<file path="src/rtl/uart_rx_frame.sv">
// Asynchronous serial receiver: start + DATA_BITS (LSB first) [+ parity] + stop, programmable bit period.
// Optional parity stage is enabled by defining UART_RX_PARITY_EN.
module uart_rx_frame #(
    parameter int DATA_BITS = 8
) (
    input  logic                 clk,
    input  logic                 rst,
    input  logic [16:0]          bit_period,
    input  logic                 rxd,
`ifdef UART_RX_PARITY_EN
    input  logic                 parity_odd,
    output logic                 parity_err,
`endif
    output logic [DATA_BITS-1:0] data_out,
    output logic                 valid,
    output logic                 frame_err,
    output logic                 busy
);

    typedef enum logic [2:0] {
        S_WAIT_HIGH,
        S_IDLE,
        S_START,
        S_DATA,
        S_PARITY,
        S_STOP
    } state_t;

    state_t                 state_q;
    logic [1:0]             sync_q;
    logic [16:0]            tmr_q;
    logic [16:0]            per_q;
    logic [16:0]            per_d;
    logic [DATA_BITS-1:0]   shift_q;
    logic [3:0]             cnt_q;
    logic [DATA_BITS-1:0]   data_q;
    logic                   valid_q;
    logic                   ferr_q;
    logic                   busy_q;
    logic                   rxd_s;
    logic                   tick;
`ifdef UART_RX_PARITY_EN
    logic                   perr_q;
    logic                   par_bad_q;
`endif

    assign rxd_s = sync_q[1];
    assign tick  = (tmr_q == 17'd0);
    assign per_d = (bit_period < 17'd4) ? 17'd4 : bit_period;

    always_ff @(posedge clk) begin
        if (rst) begin
            state_q   <= S_WAIT_HIGH;
            sync_q    <= 2'b11;
            tmr_q     <= '0;
            per_q     <= 17'd4;
            shift_q   <= '0;
            cnt_q     <= '0;
            data_q    <= '0;
            valid_q   <= 1'b0;
            ferr_q    <= 1'b0;
            busy_q    <= 1'b1;
`ifdef UART_RX_PARITY_EN
            perr_q    <= 1'b0;
            par_bad_q <= 1'b0;
`endif
        end else begin
            sync_q  <= {sync_q[0], rxd};
            valid_q <= 1'b0;
            ferr_q  <= 1'b0;
`ifdef UART_RX_PARITY_EN
            perr_q  <= 1'b0;
`endif
            // Free-running bit timer; reloads a full period on every sample.
            if (tick) tmr_q <= per_q - 17'd1;
            else      tmr_q <= tmr_q - 17'd1;

            case (state_q)
                S_WAIT_HIGH: begin
                    if (rxd_s) begin
                        state_q <= S_IDLE;
                        busy_q  <= 1'b0;
                    end
                end
                S_IDLE: begin
                    if (!rxd_s) begin
                        per_q   <= per_d;
                        tmr_q   <= (per_d >> 1) - 17'd1;
                        state_q <= S_START;
                        busy_q  <= 1'b1;
                    end
                end
                S_START: begin
                    if (tick) begin
                        if (rxd_s) begin
                            state_q <= S_IDLE;
                            busy_q  <= 1'b0;
                        end else begin
                            state_q <= S_DATA;
                            cnt_q   <= '0;
                        end
                    end
                end
                S_DATA: begin
                    if (tick) begin
                        shift_q <= {rxd_s, shift_q[DATA_BITS-1:1]};
                        cnt_q   <= cnt_q + 4'd1;
                        if (cnt_q == 4'(DATA_BITS - 1)) begin
`ifdef UART_RX_PARITY_EN
                            state_q <= S_PARITY;
`else
                            state_q <= S_STOP;
`endif
                        end
                    end
                end
`ifdef UART_RX_PARITY_EN
                S_PARITY: begin
                    if (tick) begin
                        par_bad_q <= rxd_s != ((^shift_q) ^ parity_odd);
                        state_q   <= S_STOP;
                    end
                end
`endif
                S_STOP: begin
                    if (tick) begin
                        if (rxd_s) begin
                            data_q  <= shift_q;
                            valid_q <= 1'b1;
`ifdef UART_RX_PARITY_EN
                            perr_q  <= par_bad_q;
`endif
                            state_q <= S_IDLE;
                            busy_q  <= 1'b0;
                        end else begin
                            // Low stop bit: wait for the line to recover, which also rides out a break.
                            ferr_q  <= 1'b1;
                            state_q <= S_WAIT_HIGH;
                        end
                    end
                end
                default: begin
                    state_q <= S_WAIT_HIGH;
                    busy_q  <= 1'b1;
                end
            endcase
        end
    end

    assign data_out  = data_q;
    assign valid     = valid_q;
    assign frame_err = ferr_q;
    assign busy      = busy_q;
`ifdef UART_RX_PARITY_EN
    assign parity_err = perr_q;
`endif

endmodule

</file>
<file path="config.mk">
export PLATFORM = sky130hd
export DESIGN_NAME = uart_rx_frame
export DESIGN_NICKNAME = d
export VERILOG_FILES = /design/src/rtl/uart_rx_frame.sv
export SDC_FILE = /design/constraint.sdc
export NUM_CORES = 1
export LEC_CHECK = 0
export ABC_AREA = 0
export CAP_MARGIN = 20
export CORE_MARGIN = 10
export CORE_UTILIZATION = 55
export CTS_CLUSTER_DIAMETER = 30
export CTS_CLUSTER_SIZE = 40
export DETAILED_ROUTE_END_ITERATION = 8
export PLACE_DENSITY = 0.76
export SLEW_MARGIN = 25
export SYNTH_ARGS = -nofsm -noshare
export SYNTH_HDL_FRONTEND = slang
export SYNTH_SLANG_ARGS = --single-unit
</file>
<file path="constraint.sdc">
create_clock -name clk -period 4.2 [get_ports clk]
set_clock_uncertainty 0.1 [all_clocks]
set_input_delay 0.63 -clock clk [delete_from_list [all_inputs] [get_ports clk]]
set_output_delay 0.63 -clock clk [all_outputs]
set_load 0.01 [all_outputs]
</file>
==> run_results.csv, run 1 <==
group,metric,value,unit
critical_path,slowest_stage,"or4_1",
sta,slew_viol_final,0,
hold_path,hp-start,"sync_q[0]",
power,power_density,570,nW/µm²
grt,overflow,0,
sta,timing.fmax,278,MHz
drt,wire_per_inst,15.5,µm
logic_synthesis,synth_cell_types,56,
die,io_pins,31,
clock_network,clock-sinks,62,
sta,fin_crit_sh,85.6,%
final_layout,synthToLayoutAreaGrowth,16.9,%
flow_run,drv_cap,0,
final_layout,drive_above_1_share,9.53,%
final_layout,final-seq-area,1240,µm²
clock_network,cts_buffers,9,
grt,antenna_found_initial,0,
final_layout,num_antenna_cells,0,
sta,rsz0062_at_grt,"false",
sta,worst_pin_slew,0.868,ns
die,initial_core_util,56.2,%
logic_synthesis,ys_seq_elements,62,
critical_path,worstPathRequired,4.37,ns
critical_path,cp-end-kind,"register",
sta,fin_setup_tns,0,ns
critical_path,crit_chain,"clkdlybuf4s50_1 > or4_1 > nor4_1 > nand3b_1 > nand2_1 > ha_1 > and2_0 > or2b_1 > xor2_1 > a221oi_2",
clock_network,cts_resized,0,
grt,grtUsageTotal,17.1,%
run_status,outcome,"finished, final reports clean",
place,gp_congestion,0.893,
logic_synthesis,synth_edf_count,0,
clock_network,h-tree-depth,3,
place,preCtsSetupSlack,0.302,ns
critical_path,rr_startpoint,"tmr_q[13]",
sta,worst_hold_slack,0.319,ns
critical_path,crit_path_start_kind,"input pin",
power,p_leak,0.00129,µW
final_layout,final_cell_mix,"nand2_1 (75), dfxtp_1 (62), a21oi_1 (58)",
clock_network,root_buffer,"clkbuf_8",
die,row_count,28,
drt,detail-route-antenna-nets,0,
clock_network,clk_pin_slew,0.08,ns
die,fp.dieW,97.3,µm
logic_synthesis,synthesis.nets,445,
critical_path,worstPathArrival,3.77,ns
clock_network,cts_tree,"built",
sta,layout_setup_ws,0.604,ns
drt,via_per_inst,6.16,
place,dpl.hpwl,5.81,mm
critical_path,crit_type,"in -> reg",
drt,vias,3242,
place,port_buffers,30,
sta,final_hold_viol_count,0,
clock_network,holdBufCountCts,0,
logic_synthesis,ys_async_sr_fraction,0,%
grt,grt_pass1_wl,13.6,mm
hold_path,hold_class,"reg -> reg",
final_layout,multi_input_area,1910,µm²
logic_synthesis,yosys.area.top_type_share,37.7,%
final_layout,final_common_cell,"nand2_1",
clock_network,clk_path_buf_depth,2,
critical_path,crit_fanout,5,
final_layout,num-nets-final,469,
logic_synthesis,postSynthAreaPerCell,7.79,µm²
drt,dr.pass1.iters,5,
clock_network,clk_latency,0.35,ns
die,die_area,9470,µm²
logic_synthesis,yosys.area.top_type,"dfxtp_1",
critical_path,cp_top_family,"simple AND/OR/NAND/NOR gates",
critical_path,slowest_delay,0.61,ns
critical_path,crit_start,"bit_period[13]",
critical_path,worst-path-buf-inv,1,
power,irDropWorstVdd,334,µV
drt,drtIter0Drc,314,
grt,grt_pass1_vias,2977,
drt,drc,0,
die,die_h,97.3,µm
logic_synthesis,ys_warn_count,0,
sta,setup_viol,0,
critical_path,reg2reg_slack,1.10,ns
logic_synthesis,synth-main-ff-cell,"dfxtp_1",
sta,period_needed,3.60,ns
logic_synthesis,synth_area,3290,µm²
clock_network,postCtsSetupBuffers,0,
logic_synthesis,ys_top_cells_by_area,"dfxtp_1 (38%), a21oi_1 (8.8%), nand2_1 (8.6%)",
drt,routed_wl,8.14,mm
logic_synthesis,synth_cells,422,
sta,slew_headroom,41.8,%
logic_synthesis,seq_area_frac_synth,37.7,%
final_layout,n_fill_cell,512,
grt,grt_max_degree,39,
die,core,5850,µm²
kinds of logic after synthesis:
group                      count (synthesis)  synth area share [%]
and+or+nand+nor                          197                  29.9
adders and majority gates                  3                  1.14
AOI/OAI and AO/OA                        114                  21.6
DFF                                       62                  37.7
buffers and inverters                     26                  4.26
muxes                                      1                 0.342
xor gates and xnor gates                  19                  5.06
path summary, 6_finish.rpt:
check,to,depth (start not counted)
hold / removal,sync_q[1],1
setup reg to reg,tmr_q[10],10
setup / recovery,tmr_q[10],10
hold reg to reg,sync_q[1],1
layout make-up:
class / instances / area share, %
multi-input cells: 334 / 49.6
repair buffers: 37 / 9.05
well taps: 75 / 2.44
flip-flops and latches: 62 / 32.3
clock inverters: 7 / 3.19
clock buffers: 9 / 3.22
inverters: 2 / 0.195
where the power goes:
part | switching [µW] | internal [µW]
Sequential | 87.7 | 664
Clock | 253 | 396
Combinational | 473 | 317
synthesized netlist by cell type (all sizes together) (3+ instances only):
| master | n |
|---|---|
| or3 | 9 |
| xnor2 | 16 |
| nor3 | 14 |
| clkbuf | 20 |
| nand2 | 75 |
| a31oi | 6 |
| nor4 | 7 |
| nand2b | 8 |
| ha | 3 |
| nand4 | 6 |
| a221oi | 3 |
| o211ai | 5 |
| nand3 | 15 |
| nor2 | 33 |
| a21oi | 58 |
| o21ai | 10 |
| xor2 | 3 |
| nand3b | 4 |
| o31a | 4 |
| a211oi | 5 |
| or4 | 5 |
| buf | 4 |
| and2 | 4 |
| dfxtp | 62 |
| a311oi | 3 |
| a21o | 4 |
| or2 | 6 |
| o22ai | 4 |
| nand4b | 4 |
per-stage QoR:
| stage | std cells | util [%] | instance area [µm²] | power [µW] |
|---|---|---|---|---|
| final | 526 | 65.7 | 3840 | 2190 |
| after global routing | 526 | 65.7 | 3840 | 2310 |
| after CTS | 526 | 65.7 | 3840 | 2180 |
| after detailed placement | 510 | 61.5 | 3600 | 1530 |
| after global placement | 510 | 61.5 | 3600 | 1520 |
| after floorplan | 422 | - | 3290 | 1360 |
flip-flops by register name, indices dropped and copies added, names as in the netlist, 2 cells and up:
signal and cells:
shift_q 8, tmr_q 17, data_out 8, per_q 17, cnt_q 4, sync_q 2, state_q 3
routing by layer:
metal  GRT usage [%]  wire (µm)  vias up
li1                -          -     1582
met1            20.0       3640     1506
met2            27.6       3750      132
met3            4.55        554       22
met4            9.28        193        0
met5               0          0        -
No activity file was read; power rests on OpenSTA's default activity.
==> run 2: changes to the inputs <==
--- a/config.mk
+++ b/config.mk
@@ -8,11 +8,12 @@
 export ABC_AREA = 0
 export CAP_MARGIN = 20
 export CORE_MARGIN = 10
-export CORE_UTILIZATION = 55
+export CORE_UTILIZATION = 57
 export CTS_CLUSTER_DIAMETER = 30
 export CTS_CLUSTER_SIZE = 40
 export DETAILED_ROUTE_END_ITERATION = 8
-export PLACE_DENSITY = 0.76
+export PLACE_DENSITY = 0.78
+export REMOVE_ABC_BUFFERS = 1
 export SLEW_MARGIN = 25
 export SYNTH_ARGS = -nofsm -noshare
 export SYNTH_HDL_FRONTEND = slang
==> run_results.csv, run 2 (synthesis results as in run 1) <==
group,metric,value,unit
critical_path,r2r_cells,10,
final_layout,synthToLayoutAreaGrowth,15.6,%
grt,grt_max_degree,56,
place,dpl.hpwl,5.95,mm
critical_path,crit_path_end,"tmr_q[10]",
grt,antenna_found_initial,0,
die,core,5540,µm²
final_layout,multi_input_area,1910,µm²
sta,final_hold_viol_count,0,
critical_path,crit_type,"in -> reg",
critical_path,crit_fanout,5,
power,power_density,554,nW/µm²
drt,dr.pass1.iters,5,
sta,fin_setup_tns,0,ns
drt,via_per_inst,6.27,
final_layout,final-seq-area,1240,µm²
critical_path,crit_start,"bit_period[13]",
drt,wire_per_inst,16.4,µm
critical_path,reg2reg_slack,0.98,ns
clock_network,holdBufCountCts,0,
critical_path,crit_chain,"clkdlybuf4s50_1 > or4_1 > nor4_1 > nand3b_1 > nand2_1 > ha_1 > and2_0 > or2b_1 > xor2_1 > a221oi_2",
clock_network,root_buffer,"clkbuf_8",
drt,drtIter0Drc,260,
drt,routed_wl,8.58,mm
drt,vias,3279,
final_layout,drive_above_1_share,9.53,%
die,initial_core_util,59.4,%
hold_path,hp-start,"sync_q[0]",
critical_path,rr_startpoint,"tmr_q[13]",
sta,slew_headroom,49.1,%
final_layout,num_antenna_cells,0,
sta,slew_viol_final,0,
critical_path,slowest_delay,0.61,ns
critical_path,cp-end-kind,"register",
sta,setup_viol,0,
sta,fin_crit_sh,86.6,%
sta,rsz0062_at_grt,"false",
clock_network,clock-sinks,62,
final_layout,num-nets-final,469,
critical_path,worstPathArrival,3.80,ns
grt,grtUsageTotal,18.9,%
final_layout,final_common_cell,"nand2_1",
critical_path,worstPathRequired,4.37,ns
clock_network,cts_tree,"built",
sta,worst_hold_slack,0.340,ns
die,die_area,9210,µm²
power,p_leak,0.00127,µW
final_layout,final_core_util,68.6,%
clock_network,postCtsSetupBuffers,0,
grt,grt_pass1_vias,3014,
die,row_count,27,
drt,drc,0,
final_layout,final_cell_mix,"nand2_1 (75), dfxtp_1 (62), a21oi_1 (58)",
flow_run,drv_cap,0,
place,gp_congestion,0.861,
die,fp.dieW,96.0,µm
critical_path,slowest_stage,"or4_1",
critical_path,crit_path_start_kind,"input pin",
critical_path,reg2reg_to,"tmr_q[10]",
clock_network,clk_latency,0.35,ns
clock_network,clk_pin_slew,0.08,ns
final_layout,reg_top3,"per_q (17), tmr_q (17)",
sta,worst_pin_slew,0.756,ns
die,io_pins,31,
grt,overflow,0,
clock_network,h-tree-depth,3,
die,die_h,96.0,µm
grt,grt_pass1_wl,14.0,mm
clock_network,clk_path_buf_depth,2,
clock_network,cts_resized,0,
hold_path,hold_class,"reg -> reg",
place,dp_cells,507,
final_layout,n_fill_cell,500,
drt,detail-route-antenna-nets,0,
sta,period_needed,3.64,ns
clock_network,cts_buffers,9,
place,port_buffers,30,
run_status,outcome,"finished, final reports clean",
sta,timing.fmax,275,MHz
final_layout,final_cells,523,
power,irDropWorstVdd,306,µV
-- run 2: cell count changes in the layout (fill, tap and decap cells not counted) --
cell	delta
clkinvlp_4	-1
clkinv_2	+1
clkbuf_8	+1
inv_6	+2
clkinv_4	-1
bufinv_16	-2
-- run 2: per-stage QoR --
stage	cell area [µm²]	total power, µW	worst slack [ns]
6_report	3800	2110	0.564
5_1_grt	3800	2220	0.358
4_1_cts	3800	2080	0.602
3_5_place_dp	3590	1540	0.240
3_3_place_gp	3590	1520	0.319
2_1_floorplan	3160	1310	1.01
-- run 2: power by group --
group / internal [µW] / leakage (µW) / switching, µW
Sequential: 664 / 0.000504 / 91.1
Combinational: 317 / 0.000667 / 482
Clock: 294 / 0.000103 / 259
Total: 1280 / 0.00127 / 832
-- run 2: critical path, delay by kind of cell --
kind / cells / cell delay [ns]
AOI/OAI and AO/OA: 1 / 0.27
adders and majority gates: 1 / 0.21
xor gates and xnor gates: 1 / 0.15
buffers and inverters: 1 / 0.46
and+or+nand+nor: 6 / 2.08
-- run 2: routing by layer --
layer | GRT usage [%] | vias to the layer above | routed length, µm
met5 | 0 | - | 0
met2 | 31.2 | 139 | 4050
li1 | - | 1577 | -
met1 | 22.4 | 1540 | 3690
met4 | 8.97 | 0 | 204
met3 | 5.21 | 23 | 633
-- run 2: worst min-delay path by stage --
stage | to | slack (ns) | depth (start not counted)
after global placement | sync_q[1] | 0.33 | 1
after global routing | sync_q[1] | 0.37 | 1
after detailed placement | sync_q[1] | 0.33 | 1
after CTS | sync_q[1] | 0.35 | 1
final | sync_q[1] | 0.34 | 1
after floorplan | sync_q[1] | 0.29 | 1
-- run 2: layout make-up --
class | instances | share of cell area, %
Timing Repair Buffer | 37 | 9.15
Clock buffer | 10 | 3.62
Multi-Input combinational cell | 334 | 50.2
Tap cell | 72 | 2.37
Sequential cell | 62 | 32.7
Clock inverter | 6 | 1.81
Inverter | 2 | 0.197
==> run 3: changes to the inputs <==
--- a/config.mk
+++ b/config.mk
@@ -7,10 +7,10 @@
 export LEC_CHECK = 0
 export ABC_AREA = 0
 export CAP_MARGIN = 20
-export CORE_MARGIN = 10
+export CORE_MARGIN = 2
 export CORE_UTILIZATION = 57
 export CTS_CLUSTER_DIAMETER = 30
-export CTS_CLUSTER_SIZE = 40
+export CTS_CLUSTER_SIZE = 28
 export DETAILED_ROUTE_END_ITERATION = 8
 export PLACE_DENSITY = 0.78
 export REMOVE_ABC_BUFFERS = 1
==> run_results.csv, run 3 (synthesis results as in run 1) <==
group,metric,value,unit
run_status,outcome,"finished, final reports clean",
die,fp.dieW,80.0,µm
die,initial_core_util,59.4,%
die,row_count,27,
clock_network,clk_latency,0.35,ns
final_layout,num-nets-final,469,
clock_network,h-tree-depth,3,
clock_network,clock-sinks,62,
critical_path,reg2reg_slack,0.97,ns
critical_path,crit_path_start_kind,"input pin",
flow_run,drv_cap,0,
final_layout,reg_top3,"per_q (17), tmr_q (17)",
critical_path,crit_type,"in -> reg",
final_layout,final_cell_mix,"nand2_1 (75), dfxtp_1 (62), a21oi_1 (58)",
clock_network,clk_path_buf_depth,2,
drt,routed_wl,8.35,mm
clock_network,postCtsSetupBuffers,0,
power,combPwrFrac,38.5,%
final_layout,final_common_cell,"nand2_1",
power,irDropWorstVdd,242,µV
die,io_pins,31,
final_layout,drive_above_1_share,9.31,%
hold_path,whs_path_depth,1,
drt,via_per_inst,6.24,
sta,period_needed,3.57,ns
drt,vias,3265,
drt,dr.pass1.iters,5,
place,port_buffers,30,
final_layout,final_core_util,68.5,%
grt,grt_pass1_vias,3035,
die,core,5540,µm²
place,placed_cell_area,3590,µm²
critical_path,crit_chain,"clkdlybuf4s50_1 > or4_1 > nor4_1 > buf_4 > nand3b_1 > nand2_1 > ha_1 > and2_0 > or2b_1 > xor2_1 > a221oi_2",
critical_path,cp_top_family,"simple AND/OR/NAND/NOR gates",
place,gp_congestion,0.933,
clock_network,cts_resized,0,
sta,fin_setup_tns,0,ns
drt,drc,0,
power,p_leak,0.00127,µW
clock_network,cts_buffers,9,
sta,slew_headroom,49.1,%
critical_path,rr_startpoint,"tmr_q[13]",
place,dpl.hpwl,5.72,mm
grt,grtUsageTotal,28.2,%
critical_path,reg2reg_to,"tmr_q[10]",
grt,overflow,0,
critical_path,slowest_stage,"or4_1",
grt,grt_pass1_wl,14.1,mm
clock_network,root_buffer,"clkbuf_8",
final_layout,n_fill_cell,484,
hold_path,hold_class,"reg -> reg",
critical_path,worstPathRequired,4.36,ns
power,power_density,552,nW/µm²
clock_network,cts_tree,"built",
final_layout,synthToLayoutAreaGrowth,15.4,%
drt,wire_per_inst,16.0,µm
clock_network,clk_pin_slew,0.07,ns
power,seq_power_share,36.0,%
sta,setup_viol,0,
critical_path,slowest_delay,0.62,ns
final_layout,fin_area,3790,µm²
sta,final_hold_viol_count,0,
hold_path,whs_endpoint,"sync_q[1]",
final_layout,num_antenna_cells,0,
hold_path,hp-start,"sync_q[0]",
sta,rsz0062_at_grt,"false",
sta,slew_viol_final,0,
critical_path,crit_start,"bit_period[13]",
drt,drtIter0Drc,225,
grt,antenna_found_initial,0,
sta,worst_pin_slew,0.757,ns
grt,grt_max_degree,32,
sta,timing.fmax,280,MHz
sta,fin_crit_sh,84.9,%
critical_path,worst-path-buf-inv,2,
power,p_clk_share,25.5,%
critical_path,crit_fanout,5,
critical_path,worstPathArrival,3.73,ns
clock_network,holdBufCountCts,0,
drt,detail-route-antenna-nets,0,
critical_path,r2r_cells,10,
critical_path,cp-end-kind,"register",
power,p_int,1270,µW
power,power_switching,824,µW
power,switching_share,39.3,%
die,die_h,80.0,µm
die,die_area,6390,µm²
==> run 3: changes by cell type in the layout (fill, tap and decap cells not counted), sizes merged <==
cell	previous run	this run
clkinvlp	1	2
inv	4	2
clkbuf	10	11
==> run 3: worst register-to-register path: cells and delay by family (launching register included) <==
| family | cells | cell delay [ns] |
|---|---|---|
| fa+ha+maj | 1 | 0.24 |
| simple gates | 5 | 1.62 |
| flops | 1 | 0.34 |
| compound gates | 4 | 0.84 |
==> run 3: layer usage <==
layer  vias up  track usage, %  wire (µm)
li1       1571               -          -
met1      1536            36.8       3590
met2       143            45.8       4030
met3        15            4.30        592
met4         0            12.7        136
met5         -               0          0
==> run 3: power groups by stage <==
stage / Combinational [µW] / Sequential (µW) / Clock [µW]
5_1_grt: 883 / 763 / 566
4_1_cts: 786 / 748 / 539
2_1_floorplan: 576 / 737 / 0
6_report: 807 / 754 / 535
3_3_place_gp: 757 / 758 / 0
3_5_place_dp: 778 / 759 / 0
==> run 3: worst max path at each step <==
stage,slack [ns],cells past startpoint,to
after floorplan,1.01,9,tmr_q[10]
after global placement,0.43,11,tmr_q[10]
after detailed placement,0.34,11,tmr_q[10]
after CTS,0.66,11,tmr_q[10]
after global routing,0.49,11,tmr_q[10]
final,0.63,11,tmr_q[10]
==> run 3: metrics by stage <==
step / std cells / worst slack (ns) / power, µW / hold WS, ns
floorplan: 398 / 1.01 / 1310 / 0.289
global placement: 507 / 0.427 / 1510 / 0.330
detailed placement: 507 / 0.339 / 1540 / 0.332
CTS: 523 / 0.663 / 2070 / 0.353
global route: 523 / 0.487 / 2210 / 0.372
finish: 523 / 0.633 / 2100 / 0.337
==> run 3: cell type report <==
cell class | count | area [µm²] | share of cell area, %
multi-input combinational | 334 | 1910 | 50.3
inverter | 2 | 7.51 | 0.198
clock inverter | 5 | 58.8 | 1.55
sequential | 62 | 1240 | 32.7
timing repair buffer | 37 | 348 | 9.17
tap | 72 | 90.1 | 2.37
clock buffer | 11 | 141 | 3.73
